### config.mk
export PLATFORM = sky130hd
export DESIGN_NAME = gpio_port
export DESIGN_NICKNAME = d
export VERILOG_FILES = /design/src/rtl/gpio_port.sv
export SDC_FILE = /design/constraint.sdc
export NUM_CORES = 1
export LEC_CHECK = 0
export ABC_AREA = 1
export ABC_CLOCK_PERIOD_IN_PS = 1500
export CORE_ASPECT_RATIO = 1.75
export CORE_MARGIN = 5
export CORE_UTILIZATION = 35
export DETAILED_ROUTE_END_ITERATION = 8
export DONT_BUFFER_PORTS = 1
export GPL_ROUTABILITY_DRIVEN = 0
export HOLD_SLACK_MARGIN = 0.05
export REMOVE_ABC_BUFFERS = 1
export SYNTH_ARGS = -nofsm -noshare
export SYNTH_HDL_FRONTEND = slang
export SYNTH_SLANG_ARGS = --single-unit
### constraint.sdc
create_clock -name clk -period 1.5 [get_ports clk]
set_clock_uncertainty 0.05 [all_clocks]
set_input_delay 0.3 -clock clk [delete_from_list [all_inputs] [get_ports clk]]
set_output_delay 0.3 -clock clk [all_outputs]
set_load 0.05 [all_outputs]
### src/rtl/gpio_port.sv
// Purpose: N-channel GPIO port: bus-driven output register with blink, debounced inputs, sticky edge events, irq.
// Latency: output operations show on pins_out one cycle after the strobe edge; an input change is accepted DEBOUNCE+2 edges after it is first sampled.
// Backpressure: none; every strobe is accepted in the cycle it is asserted.
//
// Ports:
//   clk, reset (async, active-low)      clock and reset
//   bus, a_out                          CPU bus and A register; only bits [N-1:0] are used
//   out_set/out_clear/out_clr_all/      output register operations; priority
//   out_mwo/out_toggle                    clr_all > mwo > clear > set > toggle
//   blink_load, irq_mask_load, ev_clr   load blink mask, load irq mask, write-1-to-clear events
//   pins_in                             raw asynchronous input pins
//   pins_out, in_state, events, irq     driven pins, debounced levels, sticky change flags, interrupt
module gpio_port #(
    parameter int WIDTH     = 16,
    parameter int N         = 10,
    parameter int DEBOUNCE  = 4,
    parameter int BLINK_DIV = 4,
    parameter int IN_INVERT = 1
) (
    input  logic             clk,
    input  logic             reset,
    input  logic [WIDTH-1:0] bus,
    input  logic [WIDTH-1:0] a_out,
    input  logic             out_set,
    input  logic             out_clear,
    input  logic             out_clr_all,
    input  logic             out_mwo,
    input  logic             out_toggle,
    input  logic             blink_load,
    input  logic             irq_mask_load,
    input  logic             ev_clr,
    input  logic [N-1:0]     pins_in,
    output logic [N-1:0]     pins_out,
    output logic [N-1:0]     in_state,
    output logic [N-1:0]     events,
    output logic             irq
);

    localparam int CW = $clog2(DEBOUNCE + 1);
    localparam int PW = (BLINK_DIV > 1) ? $clog2(BLINK_DIV) : 1;
    localparam logic [N-1:0] INV_MASK = (IN_INVERT != 0) ? {N{1'b1}} : {N{1'b0}};
    localparam logic [CW-1:0] CNT_LAST = CW'(DEBOUNCE - 1);
    localparam logic [PW-1:0] PRE_LAST = PW'(BLINK_DIV - 1);

    logic [N-1:0] bus_n;
    logic [N-1:0] mask_n;

    assign bus_n  = bus[N-1:0];
    assign mask_n = a_out[N-1:0];

    // Upper bus/A bits are architecturally ignored.
    if (N < WIDTH) begin : g_hi_bits
        logic unused_hi;
        assign unused_hi = ^{bus[WIDTH-1:N], a_out[WIDTH-1:N]};
    end

    // Output register and blink state
    logic [N-1:0]  out_q, out_d;
    logic [N-1:0]  blink_q, blink_d;
    logic [N-1:0]  irqm_q, irqm_d;
    logic [PW-1:0] presc_q, presc_d;
    logic          phase_q, phase_d;

    always_comb begin
        out_d = out_q;
        if (out_clr_all) begin
            out_d = '0;
        end else if (out_mwo) begin
            out_d = (out_q & ~mask_n) | (bus_n & mask_n);
        end else if (out_clear) begin
            out_d = out_q & ~bus_n;
        end else if (out_set) begin
            out_d = out_q | bus_n;
        end else if (out_toggle) begin
            out_d = out_q ^ bus_n;
        end

        blink_d = blink_load    ? bus_n : blink_q;
        irqm_d  = irq_mask_load ? bus_n : irqm_q;

        // Free-running prescaler; phase flips on the wrap edge.
        if (presc_q == PRE_LAST) begin
            presc_d = '0;
            phase_d = ~phase_q;
        end else begin
            presc_d = presc_q + 1'b1;
            phase_d = phase_q;
        end
    end

    // Input synchroniser, debounce and events
    logic [N-1:0]  s1_q, s2_q;
    logic [N-1:0]  state_q, state_d;
    logic [N-1:0]  ev_q, ev_d;
    logic [N-1:0]  ev_set;
    logic [N-1:0]  v;
    logic [CW-1:0] cnt_q [N];
    logic [CW-1:0] cnt_d [N];

    always_comb begin
        v       = s2_q ^ INV_MASK;
        state_d = state_q;
        ev_set  = '0;
        for (int i = 0; i < N; i++) begin
            cnt_d[i] = cnt_q[i];
            if (v[i] == state_q[i]) begin
                cnt_d[i] = '0;
            end else if (cnt_q[i] == CNT_LAST) begin
                state_d[i] = v[i];
                cnt_d[i]   = '0;
                ev_set[i]  = 1'b1;
            end else begin
                cnt_d[i] = cnt_q[i] + 1'b1;
            end
        end
        // A new event on the same edge as its clear must survive.
        ev_d = (ev_q & ~({N{ev_clr}} & bus_n)) | ev_set;
    end

    always_ff @(posedge clk or negedge reset) begin
        if (!reset) begin
            out_q   <= '0;
            blink_q <= '0;
            irqm_q  <= '0;
            presc_q <= '0;
            phase_q <= 1'b0;
            s1_q    <= INV_MASK;
            s2_q    <= INV_MASK;
            state_q <= '0;
            ev_q    <= '0;
            for (int i = 0; i < N; i++) begin
                cnt_q[i] <= '0;
            end
        end else begin
            out_q   <= out_d;
            blink_q <= blink_d;
            irqm_q  <= irqm_d;
            presc_q <= presc_d;
            phase_q <= phase_d;
            s1_q    <= pins_in;
            s2_q    <= s1_q;
            state_q <= state_d;
            ev_q    <= ev_d;
            for (int i = 0; i < N; i++) begin
                cnt_q[i] <= cnt_d[i];
            end
        end
    end

    assign pins_out = out_q ^ (blink_q & {N{phase_q}});
    assign in_state = state_q;
    assign events   = ev_q;
    assign irq      = |(ev_q & irqm_q);

endmodule

==> results.md <==
* Hold WS at -391 ps
* Vias in the first global route at 3576
* HPWL after DPL at 7130 um
* Fin util at 43.3%
* Syn. warnings at 0
* Final min period at 1710 ps
* Critical-path maximum fanout at 3
* Syn Area/Cell at 9.56 um^2
* Post-synthesis mux area share at 0%
* Die area at 15600 um^2
* Leak at 2.68 nW
* Total track usage at 13.6%
* CP max stage delay at 430 ps
* Row count at 55
* Clk slew on worst S/H paths at 70 ps
* CP delay by family, top: flip-flops
* Post-route setup slack at -206 ps
* Count leader, synth: nand2_1
* 1st-pass router iterations at 4
* Post-Place Cell Area at 5010 um^2
* Synth top cells by count: 98 x nand2_1, 83 x dfrtp_1, 64 x nor2_1
* Final WL at 10300 um
* Inserted Diodes at 0
* Compound-gate portion of the synthesized area at 8.70%
* Adder-cell share of the synthesized area at 8.43%
* CTS Hold Bufs at 14
* Crit-path slowest cell: dfrtp_2
* Max-cap viol count at 0
* First-pass GRT wire length at 17100 um
* IR drop worst, VDD at 0.586 mV
* Initial Utilization at 35.6%
* CTS Buf Count at 9
* Clk buf depth at 2
* FMAX at 586 MHz
* Arr. time, crit path at 1360 ps
* Post-DR wirelength/cell at 14.5 um
* Top_reg_cell synth: dfrtp_1
* Clock Sink Count at 103
* Final global-route overflow total at 0
* Register area share after synthesis at 56.6%
* Crit-path cells: buf_6, nand2_2, xor2_1, buf_4
* Syn-to-layout area delta at 21.7%
* Status: finished with violations
* Setup-failing EPs final at 11
* Synth top area cells: dfrtp_1 45%, dfstp_2 11%, ha_1 8.4%
* CP required at 1150 ps
* CP bufs+invs at 2
* Synth Area in XOR/XNOR at 4.00%
* Min-delay worst type: input port to asynchronous set/reset pin
* I/O Pins at 83
* Async SR Flop Fraction at 100%
* WS Path Type: flop to primary output
* Vias per cell at 4.72
* Netlist cell types at 18
* DRC at 0
* Largest net degree at the start of global routing at 104
* DRT iter0 DRCs at 101
* Count of final max-slew check failures at 0
* Final Cycle Share at 114%
* Top-area cell type share of the netlist area at 45.1%
* Post-route cell area at 5600 um^2
* Hold Violations, Final at 103
* Synth Area in Simple Gates at 17.9%
* Critical Path Start Type: flop
* Number of flops mapped to enable cells by yosys at 0
* Die Ht at 162 um
* Power after layout at 0.00914 W
* CORE AREA at 12900 um^2
* Area leader, netlist: dfrtp_1
* Antenna viol nets, final at 0
* Post-Syn Instances at 481
* Tightest Pin Transition at 526 ps
* Pre-CTS WS at -2.64 ps
* Pwr dens at 1630 nW/um^2
* Die X at 96.7 um
* CTS tree: yes
* Unrepaired setup endpoints after global routing: true
* PortBufs at 0
* Root Driver: clkbuf_16
* Max-Slew Margin vs Limit at 64.8%
* Share of layout cells above drive strength 1 at 17.3%
* Largest family of logic cells by synthesized area: simple AND/OR/NAND/NOR gates
* Failing checks: hold timing, setup timing
* #FFs+latches synth at 103
* # nets final at 615
* Initial antenna violation count at 0
* DR vias at 3341
* Crit. End Element: primary output
* Worst skew pair latency at 340 ps
* Synth Cell Area at 4600 um^2
* H-tree levels at 3
-- registers in the layout, indices dropped and copies added, names as in the netlist --
| register | cells |
|---|---|
| cnt_q | 30 |
| blink_q | 10 |
| events | 10 |
| in_state | 10 |
| irqm_q | 10 |
| out_q | 10 |
| s1_q | 10 |
| s2_q | 10 |
| presc_q | 2 |
| phase_q | 1 |
-- cells by family (layout without fill, tap and decap cells) --
logic type                 after synthesis  after routing
AOI/OAI and AO/OA                       80             80
xor gates and xnor gates                21             21
and+or+nand+nor                        197            197
DFF                                    103            103
buffers and inverters                   49            105
adders and majority gates               31             31
-- path summary, 6_finish.rpt --
check,start,end,slack (ps),depth (start not counted)
max,phase_q,pins_out[6],-210,4
min,reset,in_state[4],-390,0
max reg2reg,out_q[4],out_q[4],190,6
min reg2reg,s1_q[4],s2_q[4],300,0
max in group asynchronous,reset,s1_q[2],1540,0
min in group clk,blink_load,blink_q[6],60,2
-- metrics by stage --
step | std cells | hold WS (ps) | setup TNS [ps]
6_report | 708 | -391 | -2120
5_1_grt | 708 | -414 | -2790
4_1_cts | 707 | -414 | -2360
3_5_place_dp | 673 | -40.5 | -2.64
3_3_place_gp | 673 | -41.2 | -5.86
2_1_floorplan | 467 | -45.6 | -1870
-- report_power, final --
group / switching (W) / total [W] / internal, W / leakage [nW]
Combinational: 0.00203 / 0.00303 / 0.00100 / 1.27
Clock: 0.000994 / 0.00245 / 0.00146 / 0.148
Sequential: 0.000312 / 0.00366 / 0.00335 / 1.26
Total: 0.00334 / 0.00914 / 0.00580 / 2.68
-- layout make-up --
class	instances	area (um^2)
multi-input combinational	329	1870
tap	171	214
sequential	103	2600
inverter	35	131
timing repair buffer	54	463
fill	1284	7340
clock inverter	6	85.1
clock buffer	10	229
-- layer usage --
layer / track usage, % / wire length (um)
met2: 25.7 / 5650
met5: 0 / 0
met1: 14.0 / 3880
met4: 6.52 / 221
met3: 3.09 / 506
-- layout by cell type (no fill, tap or decap), drive strengths merged --
cell type,Yosys,routed
bufinv,0,2
dlygate4sd3,0,14
clkinv,0,2
nor3b,10,10
nand3,2,2
nand2,99,99
o21ai,50,50
xor2,21,21
nand4,12,12
clkbuf,2,10
clkinvlp,0,2
dfstp,20,20
buf,12,40
inv,35,35
ha,31,31
nor3,10,10
nor2,64,64
a21oi,30,30
dfrtp,83,83
-- timing repair --
item	in CTS	in global routing
pin swaps	2	4
hold endpoints to repair	133	103
setup endpoints to repair	11	11
cloned	0	0
buffers inserted	4	1
resized for setup	19	11
(Power assumes the default switching activity.)
